<file path="src/rtl/serial_out_pkg.sv">
// Shared constants and state encoding for the serial output arbiter.
// Used by serial_out_arbiter and serial_rr_arbiter.
package serial_out_pkg;

  localparam int DEF_AW           = 7;
  localparam int DEF_DW           = 8;
  localparam int DEF_FRAME_CYCLES = 20;

  typedef enum logic [1:0] {
    IDLE = 2'd0,
    GO   = 2'd1,
    WAIT = 2'd2
  } arbState_e;

  // Index into a rotated request vector; never exceeds 2*n-2 on input.
  function automatic int wrapIndex(input int idx, input int n);
    return (idx >= n) ? idx - n : idx;
  endfunction

endpackage

</file>
<file path="src/rtl/serial_rr_arbiter.sv">
// Combinational winner selection: searches req ascending from ptr with wrap,
// returning a one-hot grant, its index and a valid flag.
module serial_rr_arbiter
  import serial_out_pkg::*;
#(
  parameter  int NREQ = 4,
  localparam int IDW  = $clog2(NREQ)
) (
  input  logic [NREQ-1:0] req,
  input  logic [IDW-1:0]  ptr,
  output logic [NREQ-1:0] grant,
  output logic [IDW-1:0]  grantIdx,
  output logic            grantValid
);

  int cand;

  always_comb begin
    grant      = '0;
    grantIdx   = '0;
    grantValid = 1'b0;
    cand       = 0;
    for (int k = 0; k < NREQ; k++) begin
      cand = wrapIndex(int'(ptr) + k, NREQ);
      if (!grantValid && req[cand]) begin
        grantValid  = 1'b1;
        grant[cand] = 1'b1;
        grantIdx    = IDW'(cand);
      end
    end
  end

endmodule

</file>
<file path="src/rtl/serial_out_arbiter.sv">
// Shares one A/D frame serializer between NREQ requesters, one Go per frame.
// Define SERIAL_ARB_FIXED_PRIO_EN for lowest-index-wins instead of round-robin.
module serial_out_arbiter
  import serial_out_pkg::*;
#(
  parameter  int NREQ         = 4,
  parameter  int AW           = DEF_AW,
  parameter  int DW           = DEF_DW,
  parameter  int FRAME_CYCLES = DEF_FRAME_CYCLES,
  localparam int IDW          = $clog2(NREQ)
) (
  input  logic                 clk_in,
  input  logic                 reset_n,
  input  logic [NREQ-1:0]      req,
  input  logic [NREQ*AW-1:0]   req_a,
  input  logic [NREQ*DW-1:0]   req_d,
  output logic [NREQ-1:0]      ack,
  output logic                 ser_go,
  output logic [AW-1:0]        ser_a,
  output logic [DW-1:0]        ser_d,
  output logic                 busy,
  output logic [IDW-1:0]       grant_id
);

  localparam int CW = (FRAME_CYCLES > 2) ? $clog2(FRAME_CYCLES) : 1;

  arbState_e       state, stateNext;
  logic [CW-1:0]   cnt, cntNext;
  logic            arbFire;
  logic            busyNext;
  logic [NREQ-1:0] winGrant;
  logic [IDW-1:0]  winIdx;
  logic            winValid;
  logic [IDW-1:0]  searchBase;

  serial_rr_arbiter #(.NREQ(NREQ)) uArb (
    .req       (req),
    .ptr       (searchBase),
    .grant     (winGrant),
    .grantIdx  (winIdx),
    .grantValid(winValid)
  );

`ifdef SERIAL_ARB_FIXED_PRIO_EN
  assign searchBase = '0;
`else
  logic [IDW-1:0] rrPtr;

  // Pointer moves only on a grant, so an empty arbitration leaves it alone.
  always_ff @(posedge clk_in) begin
    if (!reset_n) begin
      rrPtr <= '0;
    end else if (arbFire) begin
      rrPtr <= (winIdx == IDW'(NREQ - 1)) ? '0 : winIdx + 1'b1;
    end
  end

  assign searchBase = rrPtr;
`endif

  always_comb begin
    stateNext = state;
    cntNext   = cnt;
    arbFire   = 1'b0;
    busyNext  = 1'b0;
    case (state)
      IDLE: begin
        arbFire = winValid;
      end
      GO: begin
        stateNext = WAIT;
        cntNext   = CW'(FRAME_CYCLES - 2);
        busyNext  = 1'b1;
      end
      WAIT: begin
        if (cnt == '0) begin
          arbFire   = winValid;
          stateNext = IDLE;
        end else begin
          cntNext  = cnt - 1'b1;
          busyNext = 1'b1;
        end
      end
      default: stateNext = IDLE;
    endcase
    if (arbFire) begin
      stateNext = GO;
      busyNext  = 1'b1;
    end
  end

  // A/D and grant index load only when a winner is taken, holding them for the frame.
  always_ff @(posedge clk_in) begin
    if (!reset_n) begin
      state    <= IDLE;
      cnt      <= '0;
      ser_go   <= 1'b0;
      ack      <= '0;
      busy     <= 1'b0;
      ser_a    <= '0;
      ser_d    <= '0;
      grant_id <= '0;
    end else begin
      state  <= stateNext;
      cnt    <= cntNext;
      ser_go <= arbFire;
      ack    <= arbFire ? winGrant : '0;
      busy   <= busyNext;
      if (arbFire) begin
        ser_a    <= req_a[winIdx*AW +: AW];
        ser_d    <= req_d[winIdx*DW +: DW];
        grant_id <= winIdx;
      end
    end
  end

endmodule

</file>
<file path="config.mk">
export PLATFORM = sky130hd
export DESIGN_NAME = serial_out_arbiter
export DESIGN_NICKNAME = d
export VERILOG_FILES = /design/src/rtl/serial_out_pkg.sv /design/src/rtl/serial_rr_arbiter.sv /design/src/rtl/serial_out_arbiter.sv
export SDC_FILE = /design/constraint.sdc
export NUM_CORES = 1
export LEC_CHECK = 0
export ABC_AREA = 1
export CAP_MARGIN = 25
export CORE_ASPECT_RATIO = 0.5
export CORE_MARGIN = 1
export CORE_UTILIZATION = 44
export CTS_BUF_LIST = sky130_fd_sc_hd__clkbuf_4
export DETAILED_ROUTE_END_ITERATION = 8
export DONT_BUFFER_PORTS = 1
export PLACE_DENSITY = 0.7
export SYNTH_ARGS = -nofsm -noshare
export SYNTH_HDL_FRONTEND = slang
export SYNTH_SLANG_ARGS = --single-unit
</file>
<file path="constraint.sdc">
create_clock -name clk_in -period 4.55 [get_ports clk_in]
set_input_delay 0.91 -clock clk_in [delete_from_list [all_inputs] [get_ports clk_in]]
set_output_delay 0.91 -clock clk_in [all_outputs]
set_load 0.02 [all_outputs]
</file>
# Word-level counts from Yosys, hierarchy flattened
# Index checks and enable logic that the tools add are counted.
# totals
reg_bits	32
word_cells	111
in_bits	66
out_inout_bits	23
# classes
n_shift	2
eq_ne	7
magnitude_cmp	12
n_reduce_logical	18
n_addsub	9
mux	47
n_bitwise	5
n_mul	1
# ops
op	count
$ge 32x1->1 const B	4
$lt 32x4->1 const B	4
$mux 32	4
$ge 32x4->1 const B	3
$sub 32x4->32 const B	3
$shiftx 32x6->8	1
$shiftx 28x6->7	1
$mux 1	20
$mux 4	4
$mux 2	6
$or 4x4->4	3
$pmux 5 s2	1
$bmux 1 s2	4
$demux 1 s2	4
$reduce_and 2->1	4
$logic_and 1x1->1	7
$add 2x2->3 const B	2
$ne 2x2->1 const B	3
$pmux 2 s3	1
$logic_not 5->1	1
$mul 2x3->5 const B	1
$mux 5	1
$sub 5x1->5 const B	1
$eq 2x2->1 const B	2
other kinds (12)	16

# Longest topological paths before layout
# logic_depth
depth_word	19
ltp_mapped	16

# Modules after synthesis
# A second synthesis with hierarchy kept.
# unflattened
hier_cells	369
area_unflattened_um2	2408.6
# modules_own_cells
mod	seq_area_each_um2	area_each_um2	cells_each	instances
serial_out_arbiter	640.6	1930.6	292	1
serial_rr_arbiter	0.0	478.0	77	1

# Least setup slack after synthesis
# Ideal clock, no wire load.
# synth_timing
kind	flip-flop to flip-flop
start	reg rrPtr[1]
end	reg rrPtr[1]
slack_ns	2.230
period_less_slack_ns	2.320
setup_ns	0.127
arrival_ns	2.193
n_path_buf	1
stages_incl_launch_ff	15
cell_sequence	dfxtp_1 -> inv_1 -> ha_1 -> inv_1 -> nand3_1 -> nand2_4 -> inv_2 -> o21ai_2 -> nand2_1 -> nand3_2 -> buf_4 -> inv_2 -> ha_1 -> nand2_1 -> o21ai_0
# synth_via
elab_chain_len	17
word_cells_on_any_way	46
classes_between	add/sub (8); order compare (4); eq/ne (1); mux (27); reduce/logical (6)
# synth_rtl
element	line	rtl
start, declared	serial_out_arbiter.sv:47	logic [IDW-1:0] rrPtr;
start signal, assigned	serial_out_arbiter.sv:54	rrPtr <= (winIdx == IDW'(NREQ - 1)) ? '0 : winIdx + 1'b1;
branches (longest 14 deep; another with $sub 32x4->32)	n/a	
$mux 2 *	serial_rr_arbiter.sv:25	if (!grantValid && req[cand]) begin
via uArb.grantIdx[0]	serial_rr_arbiter.sv:12	output logic [IDW-1:0] grantIdx,
$add 2x1->2 / $eq 2x2->1 (equally long branches)	serial_out_arbiter.sv:54	
$mux 2 *	serial_out_arbiter.sv:54	
# Mark *: on every way through the listed nets, which the timed path passes. The select of a mux whose other input is x is not followed.
# A chain may end at the register's enable or synchronous reset.

# Worst setup path after layout
# layout_timing
start	reg rrPtr[0]
end	reg rrPtr[1]
# Same word-level chain as after synthesis.

==> flow_summary.rst <==
.. list-table::
   :header-rows: 1

   * - Metric
     - Value
   * - Run status
     - completed
   * - Number of CTS-inserted buffers
     - 5
   * - CP Max Fanout
     - 32
   * - Nets in the synthesized netlist
     - 412
   * - Worst R2R Path Depth
     - 13
   * - Highest clock rate
     - 0.304 GHz
   * - Total via count after detailed routing
     - 2204
   * - Launch point of the worst reg-to-reg path
     - rrPtr[0]
   * - Final clock period utilization by the worst path
     - 72.2%
   * - Critical setup path kind
     - reg2reg
   * - Finish-stage setup viols
     - 0
   * - Share of synthesized area occupied by flip-flops and latches
     - 28.3%
   * - Synthesized cell area
     - 0.00226 mm²
   * - Normalized max-slew margin
     - 59.4%
   * - Reg-to-reg slack, setup
     - 1.26 ns
   * - Worst R2R End
     - rrPtr[1]
   * - Standby leakage power
     - 0.00109 µW
   * - Number of gates resized after CTS
     - 0
   * - Width of the die
     - 103 µm
   * - Fin crit period
     - 3.29 ns
   * - Share of total power in sequential cells
     - 30.8%
   * - Power density over the cells
     - 750 mW/mm²
   * - Total Power
     - 1720 µW
   * - Count of mapped cells out of synthesis
     - 332
   * - Deepest level of the CTS H-tree
     - 2
   * - Number of top-level design ports
     - 89
   * - Max incr delay on CP
     - 0.68 ns
   * - Number of max-slew violations in the final report
     - 0
   * - Area grow syn2layout
     - 1.55%
   * - Total number of placement rows
     - 18
   * - Final #Nets
     - 403
   * - Number of hold-slack violations in the final timing report
     - 0
   * - Number of clock sinks
     - 32
   * - Die boundary height
     - 52.7 µm
   * - Number of global-route vias before repair
     - 1969
   * - Port buffer count
     - 0
   * - # diodes
     - 0
   * - Die area
     - 0.00545 mm²
   * - Max-Cap Viols
     - 0
   * - Final weighted congestion in routability-driven placement
     - 0.815
   * - Clk pwr share
     - 8.8%
   * - Worst Max-Slew Pin Slew
     - 0.608 ns
   * - Switching share of power
     - 55.4%
   * - Critical path data required time
     - 4.76 ns
   * - Worst hold path startpoint
     - cnt[0]
   * - Internal power contribution
     - 768 µW
   * - Type of element launching the critical path
     - flop
   * - Worst clock skew
     - 0.0119 ns
   * - Antenna violations before repair
     - 0
   * - Wire length of the first global-routing pass
     - 8760 µm
   * - Synthesis-stage register bit count
     - 32
   * - Number of setup buffers added after CTS
     - 0
   * - Clk slew on worst S/H paths
     - 0.09 ns
   * - First-pass DRT Iterations
     - 4
   * - Final antenna-violating net count
     - 0
   * - Wire length after detailed routing
     - 5840 µm
   * - Largest buffer count on any clock path
     - 2
   * - Capturing element type of the critical path
     - flop
   * - Accumulated negative setup slack
     - 0 ns
   * - Distinct cell type count of the synthesized netlist
     - 30
   * - Clock Latency Late Sink
     - 0.33 ns
   * - Sw Pwr
     - 955 µW
   * - Cell at the root of the clock tree
     - sky130_fd_sc_hd__clkbuf_4
   * - YS warnings
     - 0
   * - Data arrival, critical path
     - 3.49 ns
   * - Peak VDD IR
     - 0.252 mV
   * - DRC marker count from the first detailed-route iteration
     - 78
   * - Worst hold path type
     - reg2reg
   * - Share of cells above drive strength 1
     - 9.91%
   * - Total core area
     - 0.00493 mm²
   * - Post-DP HPWL
     - 4330 µm
   * - Pin count of the biggest net entering global routing
     - 34
   * - WL/cell
     - 14.9 µm
   * - Hold-critical path endpoint
     - cnt[0]
   * - Setup repair after global routing missed its margin
     - no
   * - Global Route Usage Sum
     - 21.2%
   * - Initial standard-cell utilization of the core
     - 45.9%
   * - CTS tree
     - yes
   * - Worst hold stages
     - 1
   * - Remaining Overflow, GRT
     - 0
   * - Combinational cell fraction of total power
     - 60.4%
   * - Chain of cells forming the critical path
     - inv_6, ha_1, inv_1, nand3_1, nand2_4, a21oi_1, nand2_1, buf_4, nand3_2, inv_2, ha_1, nand2_1, o21ai_0
   * - Residual DRC count
     - 0
   * - Count of hold-fix buffers inserted at cts
     - 0
   * - Average footprint of a synthesized cell
     - 6.82 µm²
   * - Max stage delay cell, worst path
     - sky130_fd_sc_hd__dfxtp_1
   * - Via density
     - 5.61
[cells by family (layout without fill, tap and decap cells)]
kind of cell | Yosys count | after routing | synth area share, %
AOI/OAI and AO/OA | 29 | 29 | 7.91
xor gates and xnor gates | 1 | 1 | 0.387
DFF | 32 | 32 | 28.3
adders and majority gates | 14 | 14 | 7.74
and+or+nand+nor | 203 | 203 | 44.7
buffers and inverters | 53 | 44 | 11.0
[state kept, by name (all words and copies together) (netlist names)]
register	count
grant_id	2
ser_go	1
busy	1
ser_d	8
cnt	5
rrPtr	2
state	2
ack	4
ser_a	7
[power groups by stage]
| stage | Combinational (µW) | Sequential [µW] | Clock (µW) |
|---|---|---|---|
| 3_5_place_dp | 1040 | 537 | 0 |
| 4_1_cts | 1040 | 531 | 157 |
| 2_1_floorplan | 926 | 513 | 0 |
| 5_1_grt | 1190 | 543 | 169 |
| 3_3_place_gp | 1010 | 533 | 0 |
| 6_report | 1040 | 531 | 152 |
[layout make-up]
type	count	area (µm²)
well taps	70	87.6
clock buffers	5	37.5
clock inverters	2	7.51
fillers	506	2630
inverters	35	136
multi-input cells	247	1370
repair buffers	2	15.0
flip-flops and latches	32	641
[cells in the mapped netlist, drive strengths merged]
cell type  number  area share [%]
a31oi           1            0.28
xor2            1            0.39
a21oi           4            0.88
o21ai          15             3.5
nand4          33             9.8
ha             14             7.7
o21bai          1            0.33
a211oi          1            0.33
a22oi           4             1.3
o221ai          1            0.39
inv            35             6.0
nor3            1            0.72
o31ai           2            0.88
nor2            9             1.8
buf            18             5.0
dfxtp          32              28
nand2          99              18
nand3          61              14
[worst max-delay path by stage]
stage | startpoint | end | slack [ns] | depth (start not counted)
4_1_cts | rrPtr[0] | rrPtr[1] | 1.28 | 14
3_5_place_dp | rrPtr[0] | rrPtr[1] | 1.31 | 13
5_1_grt | rrPtr[0] | rrPtr[1] | 0.98 | 14
3_3_place_gp | rrPtr[0] | rrPtr[1] | 1.43 | 13
2_1_floorplan | rrPtr[1] | rrPtr[1] | 2.23 | 14
6_report | rrPtr[0] | rrPtr[1] | 1.26 | 13
[layout by cell type (no fill, tap or decap), drive strengths merged]
| cell | instances |
|---|---|
| nand2 | 99 |
| nand3 | 61 |
| inv | 35 |
| nand4 | 33 |
| dfxtp | 32 |
| o21ai | 15 |
| ha | 14 |
| nor2 | 9 |
| clkbuf | 5 |
| a21oi | 4 |
| a22oi | 4 |
| clkinv | 2 |
| buf | 2 |
| o31ai | 2 |
| nor3 | 1 |
| a211oi | 1 |
| o21bai | 1 |
| a31oi | 1 |
| xor2 | 1 |
| o221ai | 1 |
[metrics by stage]
step                util [%]  instances  worst slack, ns  area (µm²)  hold WS [ns]
global placement        45.7        386             1.43        2250         0.435
detailed placement      45.7        386             1.31        2250         0.443
CTS                     46.6        393             1.28        2300         0.458
global route            46.6        393            0.979        2300         0.485
floorplan                  -        332             2.23        2260         0.422
finish                  46.6        393             1.26        2300         0.457
[worst max-delay path, delay by kind of cell (launching register included)]
family / cells / cell delay (ns)
buf+inv: 4 / 0.76
compound gates: 2 / 0.15
simple gates: 5 / 0.94
flops: 1 / 0.68
fa+ha+maj: 2 / 0.62
[per-layer routing]
metal | global-route usage [%] | up-vias | share of wire [%]
li1 | - | 1100 | -
met5 | 0 | - | 0
met3 | 7.07 | 10 | 9.3
met4 | 9.86 | 0 | 2.2
met2 | 35.9 | 89 | 45
met1 | 24.5 | 1005 | 44
Power figures use the tool's default switching activity.
